`src/rtl/keypad_pkg.sv`:
```
// Shared definitions for the keypad operand entry block: key codes,
// operator encodings, entry FSM state encodings and the sweep result type.
package keypad_pkg;

    // Key codes as produced by the scanner: {row[1:0], col[1:0]}
    localparam logic [3:0] KEY_ADD = 4'hA;
    localparam logic [3:0] KEY_SUB = 4'hB;
    localparam logic [3:0] KEY_AND = 4'hC;
    localparam logic [3:0] KEY_OR  = 4'hD;
    localparam logic [3:0] KEY_EQ  = 4'hE;
    localparam logic [3:0] KEY_CLR = 4'hF;

    // Operator select encodings driven to the calculator
    localparam logic [1:0] OP_ADD = 2'b00;
    localparam logic [1:0] OP_SUB = 2'b01;
    localparam logic [1:0] OP_AND = 2'b10;
    localparam logic [1:0] OP_OR  = 2'b11;

    // Entry FSM state encodings (also exported for display)
    localparam logic [1:0] S_A  = 2'b00;
    localparam logic [1:0] S_OP = 2'b01;
    localparam logic [1:0] S_B  = 2'b10;
    localparam logic [1:0] S_EQ = 2'b11;

    // One full-sweep keypad observation; present=0 means no single key.
    typedef struct packed {
        logic       present;
        logic [3:0] code;
    } sweep_result_t;

    localparam sweep_result_t RESULT_NONE = '{present: 1'b0, code: 4'h0};

    function automatic logic is_digit(input logic [3:0] k);
        return (k <= 4'h9);
    endfunction

    function automatic logic is_operator(input logic [3:0] k);
        return (k >= KEY_ADD) && (k <= KEY_OR);
    endfunction

    function automatic logic [1:0] op_of_key(input logic [3:0] k);
        logic [1:0] op;
        case (k)
            KEY_ADD: op = OP_ADD;
            KEY_SUB: op = OP_SUB;
            KEY_AND: op = OP_AND;
            default: op = OP_OR;
        endcase
        return op;
    endfunction

endpackage

```
`src/rtl/keypad_scanner.sv`:
```
// Keypad column scanner: drives one column low at a time, synchronizes the
// row inputs, forms a key result per full sweep, debounces it and emits a
// one-cycle press pulse with the key code on each NONE -> key transition.
module keypad_scanner
    import keypad_pkg::*;
#(
    parameter int SCAN_TICKS      = 100000,
    parameter int DEBOUNCE_SWEEPS = 4
) (
    input  logic       clk,
    input  logic       rst,
    input  logic [3:0] row,
    output logic [3:0] col,
    output logic       press,
    output logic [3:0] key
);

    localparam int TICK_W  = (SCAN_TICKS > 1) ? $clog2(SCAN_TICKS) : 1;
    localparam int MATCH_W = $clog2(DEBOUNCE_SWEEPS + 1);
    localparam logic [TICK_W-1:0]  TICK_LAST  = TICK_W'(SCAN_TICKS - 1);
    localparam logic [MATCH_W-1:0] MATCH_FULL = MATCH_W'(DEBOUNCE_SWEEPS);

    logic [TICK_W-1:0]  tick_q;
    logic [1:0]         col_idx_q;
    logic [3:0]         col_q;
    logic [3:0]         row_meta_q;
    logic [3:0]         row_sync_q;
    logic [1:0]         hit_cnt_q;
    logic [3:0]         hit_code_q;
    sweep_result_t      last_q;
    logic [MATCH_W-1:0] match_q;
    sweep_result_t      stable_q;
    logic               press_q;
    logic [3:0]         key_q;

    logic               col_last;
    logic               sweep_done;
    logic [3:0]         row_act;
    logic [2:0]         col_cnt;
    logic [1:0]         col_row;
    logic [1:0]         base_cnt;
    logic [2:0]         sum_cnt;
    logic [1:0]         acc_cnt_d;
    logic [3:0]         acc_code_d;
    sweep_result_t      sweep_result;
    sweep_result_t      last_d;
    logic [MATCH_W-1:0] match_d;
    sweep_result_t      stable_d;
    logic               press_d;
    logic [3:0]         key_d;

    assign col_last   = (tick_q == TICK_LAST);
    assign sweep_done = col_last && (col_idx_q == 2'd3);

    // Column scan: hold each column SCAN_TICKS clocks, then rotate the low bit
    always_ff @(posedge clk or posedge rst) begin
        if (rst) begin
            tick_q    <= '0;
            col_idx_q <= 2'd0;
            col_q     <= 4'b1110;
        end else if (col_last) begin
            tick_q    <= '0;
            col_idx_q <= col_idx_q + 2'd1;
            col_q     <= {col_q[2:0], col_q[3]};
        end else begin
            tick_q    <= tick_q + TICK_W'(1);
        end
    end

    // Two-flop synchronizer; rows idle high through the external pull-ups
    always_ff @(posedge clk or posedge rst) begin
        if (rst) begin
            row_meta_q <= 4'hF;
            row_sync_q <= 4'hF;
        end else begin
            row_meta_q <= row;
            row_sync_q <= row_meta_q;
        end
    end

    // Count active rows in the current column and remember which one
    always_comb begin
        row_act = ~row_sync_q;
        col_cnt = 3'd0;
        col_row = 2'd0;
        for (int r = 0; r < 4; r++) begin
            if (row_act[r]) begin
                col_cnt = col_cnt + 3'd1;
                col_row = 2'(r);
            end
        end
    end

    // Accumulate hits over the sweep; count saturates at 2 (means "many")
    always_comb begin
        base_cnt   = (col_idx_q == 2'd0) ? 2'd0 : hit_cnt_q;
        sum_cnt    = {1'b0, base_cnt} + col_cnt;
        acc_cnt_d  = (sum_cnt > 3'd2) ? 2'd2 : sum_cnt[1:0];
        acc_code_d = (col_cnt == 3'd1) ? {col_row, col_idx_q} : hit_code_q;
        sweep_result = (acc_cnt_d == 2'd1) ? '{present: 1'b1, code: acc_code_d}
                                           : RESULT_NONE;
    end

    // Sweep accumulator registers, updated on the last clock of each column
    always_ff @(posedge clk or posedge rst) begin
        if (rst) begin
            hit_cnt_q  <= 2'd0;
            hit_code_q <= 4'h0;
        end else if (col_last) begin
            hit_cnt_q  <= acc_cnt_d;
            hit_code_q <= acc_code_d;
        end
    end

    // Debounce: stable result follows only after enough identical sweeps
    always_comb begin
        last_d   = last_q;
        match_d  = match_q;
        stable_d = stable_q;
        press_d  = 1'b0;
        key_d    = key_q;
        if (sweep_done) begin
            if (sweep_result == last_q) begin
                if (match_q != MATCH_FULL) begin
                    match_d = match_q + MATCH_W'(1);
                end
            end else begin
                last_d  = sweep_result;
                match_d = MATCH_W'(1);
            end
            if (match_d == MATCH_FULL) begin
                stable_d = sweep_result;
                // Only NONE -> key counts; key -> other key is silent
                if (!stable_q.present && sweep_result.present) begin
                    press_d = 1'b1;
                    key_d   = sweep_result.code;
                end
            end
        end
    end

    // Debounce history, stable result and press pulse registers
    always_ff @(posedge clk or posedge rst) begin
        if (rst) begin
            last_q   <= RESULT_NONE;
            match_q  <= '0;
            stable_q <= RESULT_NONE;
            press_q  <= 1'b0;
            key_q    <= 4'h0;
        end else begin
            last_q   <= last_d;
            match_q  <= match_d;
            stable_q <= stable_d;
            press_q  <= press_d;
            key_q    <= key_d;
        end
    end

    assign col   = col_q;
    assign press = press_q;
    assign key   = key_q;

endmodule

```
`src/rtl/keypad_operand_entry.sv`:
```
// Calculator operand entry: takes debounced key presses from the scanner
// and walks A -> operator -> B -> '=' to capture an operand set.
module keypad_operand_entry
    import keypad_pkg::*;
#(
    parameter int SCAN_TICKS      = 100000,
    parameter int DEBOUNCE_SWEEPS = 4
) (
    input  logic       i_clk,
    input  logic       i_reset,
    input  logic [3:0] i_row,
    output logic [3:0] o_col,
    output logic [3:0] o_A,
    output logic [3:0] o_B,
    output logic [1:0] o_selOperator,
    output logic       o_valid,
    output logic [1:0] o_state
);

    logic       key_press;
    logic [3:0] key_code;

    logic [1:0] state_q, state_d;
    logic [3:0] a_q, a_d;
    logic [3:0] b_q, b_d;
    logic [1:0] sel_q, sel_d;
    logic       valid_q, valid_d;

    keypad_scanner #(
        .SCAN_TICKS      (SCAN_TICKS),
        .DEBOUNCE_SWEEPS (DEBOUNCE_SWEEPS)
    ) u_scanner (
        .clk   (i_clk),
        .rst   (i_reset),
        .row   (i_row),
        .col   (o_col),
        .press (key_press),
        .key   (key_code)
    );

    // Entry FSM next state; keys not listed for a state are ignored
    always_comb begin
        state_d = state_q;
        a_d     = a_q;
        b_d     = b_q;
        sel_d   = sel_q;
        valid_d = 1'b0;
        if (key_press) begin
            if (key_code == KEY_CLR) begin
                state_d = S_A;
                a_d     = 4'h0;
                b_d     = 4'h0;
                sel_d   = OP_ADD;
            end else begin
                case (state_q)
                    S_A: begin
                        if (is_digit(key_code)) begin
                            a_d     = key_code;
                            state_d = S_OP;
                        end
                    end
                    S_OP: begin
                        if (is_digit(key_code)) begin
                            a_d = key_code;
                        end else if (is_operator(key_code)) begin
                            sel_d   = op_of_key(key_code);
                            state_d = S_B;
                        end
                    end
                    S_B: begin
                        if (is_digit(key_code)) begin
                            b_d     = key_code;
                            state_d = S_EQ;
                        end else if (is_operator(key_code)) begin
                            sel_d = op_of_key(key_code);
                        end
                    end
                    default: begin
                        if (is_digit(key_code)) begin
                            b_d = key_code;
                        end else if (is_operator(key_code)) begin
                            sel_d = op_of_key(key_code);
                        end else if (key_code == KEY_EQ) begin
                            // Operands stay on the outputs for the calculator
                            valid_d = 1'b1;
                            state_d = S_A;
                        end
                    end
                endcase
            end
        end
    end

    // Entry FSM and operand registers
    always_ff @(posedge i_clk or posedge i_reset) begin
        if (i_reset) begin
            state_q <= S_A;
            a_q     <= 4'h0;
            b_q     <= 4'h0;
            sel_q   <= OP_ADD;
            valid_q <= 1'b0;
        end else begin
            state_q <= state_d;
            a_q     <= a_d;
            b_q     <= b_d;
            sel_q   <= sel_d;
            valid_q <= valid_d;
        end
    end

    assign o_A           = a_q;
    assign o_B           = b_q;
    assign o_selOperator = sel_q;
    assign o_valid       = valid_q;
    assign o_state       = state_q;

endmodule

```
`config.mk`:
```
export PLATFORM = sky130hd
export DESIGN_NAME = keypad_operand_entry
export DESIGN_NICKNAME = d
export VERILOG_FILES = /design/src/rtl/keypad_pkg.sv /design/src/rtl/keypad_scanner.sv /design/src/rtl/keypad_operand_entry.sv
export SDC_FILE = /design/constraint.sdc
export NUM_CORES = 1
export LEC_CHECK = 0
export BUFFER_PORTS_ARGS = -buffer_cell sky130_fd_sc_hd__buf_2
export CAP_MARGIN = 20
export CORE_AREA = 2 2 96 98
export CTS_CLUSTER_DIAMETER = 80
export DETAILED_ROUTE_END_ITERATION = 12
export DIE_AREA = 0 0 98 100
export PLACE_DENSITY_LB_ADDON = 0.3
export SLEW_MARGIN = 10
export SYNTH_ARGS = -nofsm -noshare
export SYNTH_HDL_FRONTEND = slang
export SYNTH_HIERARCHICAL = 1
export SYNTH_SLANG_ARGS = --single-unit
```
`constraint.sdc`:
```
create_clock -name i_clk -period 10 [get_ports i_clk]
set_input_delay 1 -clock i_clk [delete_from_list [all_inputs] [get_ports i_clk]]
set_output_delay 1 -clock i_clk [all_outputs]
set_load 0.02 [all_outputs]
```
==> flow_summary.ini, run 1 <==
[outcome]
status = completed

[critical_path]
worstSetupStartpointType = register
crit_fanout = 15
end_kind = register
cp.required_ns = 10.22
worstReg2RegStart = u_scanner/row_sync_q[0]$_DFF_PP1_
crit_type = reg -> reg
worstPathArrival_ns = 4.72
r2r_cells = 12
timing.critical_path.from = u_scanner/row_sync_q[0]$_DFF_PP1_

[route]
drc = 0
antenna_left = 0
wirelength_um = 6060
avgRoutedWirePerCell_um = 13.4
drtPass1Iterations = 4
dr.first_iter.drc_count = 60
num_vias = 2317
avgViaCountPerCell = 5.14

[placed_design]
portBuffers = 22
placed_cells = 434
place_hpwl_um = 4260
gp_congestion = 0.736

[global_route]
antenna_found_initial = 0
overflow = 0
grt_usage_pct = 13.4
grt_max_degree = 52
grt_pass1_vias = 2295
grt_pass1_wl_um = 10600

[layout]
antennaDiodeCount = 0
nNetsFinal = 356
instances_no_fill = 451
drive_gt1_share_pct = 23.2
postLayoutCoreUtil_pct = 43.4
area_delta_synth_final_pct = 12.3

[synth]
syn_inst = 311
yosysWarnings = 6
avgSynthCellArea_um2 = 11.0
synth-simple-area-share_pct = 17.3
synth_seq_area_share_pct = 47.0
synth_area_mm2 = 0.00343
synthFlopType = dfrtp_1
async_flop_share_pct = 100
synthXorXnorAreaFrac_pct = 4.85
synth_edf_count = 0
synth_top_family_by_area = simple AND/OR/NAND/NOR gates
ys_ff_latch = 64
syn_nets = 332
synthDistinctLibCells = 63
synth_compound_area_share_pct = 10.6
synth_mux_area_share_pct = 10.5
synth-adder-area-share_pct = 5.69

[sta]
max_freq_ghz = 0.222
final-setup-viol-count = 0
max-slew-margin-rel_pct = 68.3
hold_viol = 0
drv_slew = 0
rsz0062_at_grt = false
finalCritPeriodShare_pct = 45.0
min_period_ns = 4.50
finClkSkew_ns = 0.00708
fin_tns_setup_ns = 0
worstMarginPinSlew_ns = 0.462

[floorplan]
io_pins = 23
start_util_pct = 38.6
die_area_mm2 = 0.00980
core_mm2 = 0.00889
fp-row-count = 35
die_h_um = 100
fp.dieW_um = 98

[clock_network]
cts_resized = 0
clk_pin_slew_worst_paths_ns = 0.07
cts-buffers-inserted = 9
insertion_delay_ns = 0.34
hold_buffers = 0
cts_setup_buffers = 0
cts-root-buf = clkbuf_8
cts.sinks = 64
cts_max_path_buffers = 2
htreeDepth = 3
cts_tree = yes

[min_path]
hp-class = reg -> reg
hold-path-cell-count = 0
worstHoldStart = u_scanner/row_meta_q[1]$_DFF_PP1_

[job]
cap_violations = 0

[pwr]
irDropWorstVdd_v = 0.0000582
p_per_area_mw_per_mm2 = 135
power_leakage_nw = 1.82
-- per-layer routing --
| layer | global-route usage [%] | part of all wire, % | wire length (um) | vias to the layer above |
|---|---|---|---|---|
| li1 | - | - | - | 1138 |
| met1 | 15.8 | 46 | 2810 | 1133 |
| met2 | 22.9 | 48 | 2920 | 38 |
| met3 | 4.18 | 4.2 | 252 | 8 |
| met4 | 5.45 | 1.3 | 81 | 0 |
| met5 | 0 | 0 | 0 | - |
-- worst paths after layout --
check | endpoint | slack (ns)
worst max-delay path | u_scanner/key[1]$_DFFE_PP0P_ | 5.50
max in group asynchronous | u_scanner/col[2]$_DFFE_PP1N_ | 8.82
worst min-delay path | u_scanner/row_sync_q[1]$_DFF_PP1_ | 0.35
worst max register to register | u_scanner/key[1]$_DFFE_PP0P_ | 5.50
min in group asynchronous | u_scanner/last_q[4]$_DFFE_PP0P_ | 0.62
worst min register to register | u_scanner/row_sync_q[1]$_DFF_PP1_ | 0.35
-- layout make-up --
cell class                 count  area (um^2)
inverter                      20         75.1
tap                          111          139
sequential                    64         1620
clock inverter                 3         40.0
fill                         854         5030
timing repair buffer          24          138
clock buffer                  13          159
multi-input combinational    216         1690
-- layout by cell type, fill, tap and decap left out, types with 4 or more instances in the layout --
master and count:
mux2_4 6, and2_1 4, nor2_1 24, and3_1 4
clkbuf_8 11, dfstp_2 11, nor2b_1 6, o211ai_1 7
buf_2 22, inv_1 19, nand2_1 16, nand4_1 5
nand2b_1 4, nor3b_1 4, mux2_1 6, mux2i_1 8
ha_1 14, o21ai_0 9, xor2_1 4, mux2_2 11
xnor2_1 15, a21oi_1 9, dfrtp_1 53, nand3_1 11
-- kinds of logic (layout without fill, tap and decap cells) --
| logic type | after synthesis | count (layout) |
|---|---|---|
| compound gates | 47 | 47 |
| xor+xnor | 19 | 19 |
| fa+ha+maj | 15 | 15 |
| buf+inv | 31 | 60 |
| flops | 64 | 64 |
| mux | 31 | 31 |
| simple gates | 104 | 104 |
-- worst max-delay path: stages (launching register included) --
cell and delay (ns):
dfstp_2 0.54, inv_1 0.06, ha_1 0.45, nor2b_1 0.19
mux2_2 0.28, a31o_2 0.23, fa_1 0.48, xnor2_1 0.17
or3b_4 0.42, nor4_1 0.36, o32ai_2 0.20, or4_1 0.65
mux2_4 0.35
-- where the power goes --
part | total [mW] | switching [mW] | leakage (nW) | internal (mW)
combinational | 0.0313 | 0.0191 | 0.877 | 0.0121
sequential | 0.264 | 0.00230 | 0.841 | 0.262
clock | 0.226 | 0.0977 | 0.103 | 0.128
-- per-stage QoR --
stage,total power [mW],area [um^2],hold WS (ns),worst slack [ns]
CTS,0.528,3840,0.357,5.50
global route,0.545,3860,0.359,5.25
floorplan,0.293,3430,0.345,5.76
global placement,0.299,3640,0.346,5.62
finish,0.521,3860,0.355,5.50
detailed placement,0.300,3640,0.347,5.53
-- cells in the mapped netlist (all sizes together), types with 7 or more instances --
library cell  count  area [um^2]
dfrtp            53         1330
nor2             24         90.1
mux2             23          282
inv              20         75.1
nand2            17         66.3
xnor2            15          131
ha               14          175
dfstp            11          289
nand3            11         55.1
o21ai            11         58.8
a21oi             9         45.0
buf               8         50.0
mux2i             8         80.1
o211ai            7         52.6
-- sequential cells by signal, summed over array words and instances, names as in the netlist, 3 cells and up --
| name | flops |
|---|---|
| u_scanner/col | 4 |
| u_scanner/hit_code_q | 4 |
| o_A | 4 |
| u_scanner/tick_q | 17 |
| o_B | 4 |
| u_scanner/row_sync_q | 4 |
| u_scanner/match_q | 3 |
| u_scanner/row_meta_q | 4 |
| u_scanner/last_q | 5 |
| u_scanner/key | 4 |
Power figures use the tool's default switching activity.
==> run 2: changes to the inputs <==
Settings changed: ABC_AREA from default to 1, CORE_AREA 2 2 96 98 to 2 2 97 99, DIE_AREA 0 0 98 100 to 0 0 99 101.
Clock period 10 ns to 4 ns, I/O delays scaled along.
==> run 2 against run 1 <==
Against the previous run:
- synthesized area up 2.2%
- combinational power grew to 2.9 times the previous value
- first-iteration DRC count up 110%
- worst hold slack lost 0.28 ns
- highest routed layer unchanged
==> flow_summary.ini, run 2 <==
[route]
avgViaCountPerCell = 4.72
num_vias = 2679
wirelength_um = 6250
drtPass1Iterations = 4
drc = 0
avgRoutedWirePerCell_um = 11.0
dr.first_iter.drc_count = 125
antenna_left = 0

[sta]
final-setup-viol-count = 0
max_freq_ghz = 0.292
min_period_ns = 3.42
whs_ns = 0.0788
fin_tns_setup_ns = 0
rsz0062_at_grt = false
drv_slew = 0
finClkSkew_ns = 0.00764
worstMarginPinSlew_ns = 0.482
setup_ws_ns = 0.577
finalCritPeriodShare_pct = 85.6
max-slew-margin-rel_pct = 67.8
hold_viol = 0

[layout]
drive_gt1_share_pct = 20.8
antennaDiodeCount = 0
layout_commonest_cell = nand2_1
postLayoutCoreUtil_pct = 43.8
fin_area_mm2 = 0.00393
instances_no_fill = 568
nNetsFinal = 473
area_delta_synth_final_pct = 12.0
largest-register = u_scanner/tick_q
top_regs = u_scanner/tick_q (17), u_scanner/last_q (5)
largest_register_ffs = 17
mostFrequentLayoutCells = 103 x nand2_1, 68 x inv_1, 53 x dfrtp_1

[floorplan]
fp.dieW_um = 99
core_mm2 = 0.00898
io_pins = 23
die_area_mm2 = 0.0100
die_h_um = 101
start_util_pct = 39.1
fp-row-count = 35

[placed_design]
gp_congestion = 0.839
place_area_mm2 = 0.00374
portBuffers = 22
place_hpwl_um = 4570
placed_cells = 551
dp_slack_ns = 0.568

[clock_network]
cts_tree = yes
insertion_delay_ns = 0.34
cts.sinks = 64
cts-buffers-inserted = 9
cts_resized = 0
clk_pin_slew_worst_paths_ns = 0.07
cts-root-buf = clkbuf_8
hold_buffers = 0
cts_setup_buffers = 0
cts_max_path_buffers = 2
htreeDepth = 3

[synth]
async_flop_share_pct = 100
synth_most_common_cell = nand2_1
syn_inst = 421
synthFlopType = dfrtp_1
synth_area_mm2 = 0.00351
ys_top_cells_by_area = dfrtp_1 38%, nand2_1 11%, dfstp_2 8.2%
synthTopCellsByCount = 103 x nand2_1, 69 x inv_1, 53 x dfrtp_1
synthDistinctLibCells = 37
synth_top_cell_area_share_pct = 37.8
ys_ff_latch = 64
synth_seq_area_share_pct = 46.1
syn_nets = 442
yosysTopAreaCell = dfrtp_1
avgSynthCellArea_um2 = 8.33
yosysWarnings = 6
synth_edf_count = 0

[global_route]
grt_usage_pct = 14.1
grt_max_degree = 52
antenna_found_initial = 0
grt_pass1_wl_um = 11400
overflow = 0
grt_pass1_vias = 2618

[critical_path]
worstSetupStartpointType = register
path_cells = inv_1, ha_1, inv_1, nand2_2, nand2_2, nand2_2, nand2_2, inv_1, ha_1, fa_1, inv_1, nand2_1, inv_1, nand2_4, inv_6, nand2_2, nand2_1, nand2_1, nor2_4, nand3_4, nor2_4, nand3_4, nand2_1, nand2_1
worstPathArrival_ns = 3.66
slowest_stage = dfstp_2
end_kind = register
crit_type = reg -> reg
r2r_cells = 24
crit_fanout = 8
max_stage_delay_ns = 0.55
cp.required_ns = 4.23

[pwr]
total_power_mw = 1.24
power_leakage_nw = 1.94
p_per_area_mw_per_mm2 = 315
irDropWorstVdd_v = 0.000232

[outcome]
status = completed

[min_path]
hp-class = in -> async

[job]
cap_violations = 0
==> run 2: critical path: cells and delay by family (launching register included) <==
kind	cells	cell delay, ns
buffers and inverters	6	0.49
adders and majority gates	3	0.99
DFF	1	0.55
and+or+nand+nor	15	1.31
==> run 2: final cells by class <==
type | instances | area [um^2]
inverters | 75 | 292
multi-input cells | 279 | 1580
clock inverters | 7 | 47.5
repair buffers | 23 | 130
fillers | 884 | 5050
clock buffers | 9 | 124
flip-flops and latches | 64 | 1620
well taps | 111 | 139
==> run 2: logic make-up after synthesis <==
family          Yosys count  share of synthesized area, %
compound gates           51                          7.85
xor+xnor                  6                          1.50
fa+ha+maj                15                          5.57
buf+inv                  78                          8.85
flops                    64                          46.1
simple gates            207                          30.2
==> run 2: per-layer routing <==
metal / GRT usage [%] / share of wire [%] / up-vias
li1: - / - / 1398
met1: 17.0 / 48 / 1225
met2: 24.0 / 48 / 52
met3: 3.81 / 3.6 / 4
met4: 5.37 / 0.88 / 0
met5: 0 / 0 / -
==> run 2: path summary, 6_finish.rpt <==
check                                                   from                                end  slack [ns]
setup / recovery           u_scanner/row_sync_q[0]$_DFF_PP1_       u_scanner/key[2]$_DFFE_PP0P_        0.58
hold / removal                                       i_reset                 o_A[1]$_DFFE_PP0P_        0.08
setup reg to reg           u_scanner/row_sync_q[0]$_DFF_PP1_       u_scanner/key[2]$_DFFE_PP0P_        0.58
hold reg to reg            u_scanner/row_meta_q[2]$_DFF_PP1_  u_scanner/row_sync_q[2]$_DFF_PP1_        0.35
max in group asynchronous                            i_reset  u_scanner/row_sync_q[0]$_DFF_PP1_        3.33
min in group i_clk                                  i_row[3]  u_scanner/row_meta_q[3]$_DFF_PP1_        0.15
==> run 2: power by group <==
| part | internal, mW | total, mW | switching [mW] |
|---|---|---|---|
| registers | 0.654 | 0.658 | 0.00403 |
| clock network | 0.224 | 0.490 | 0.266 |
| logic | 0.0281 | 0.0907 | 0.0626 |
| total | 0.907 | 1.24 | 0.333 |
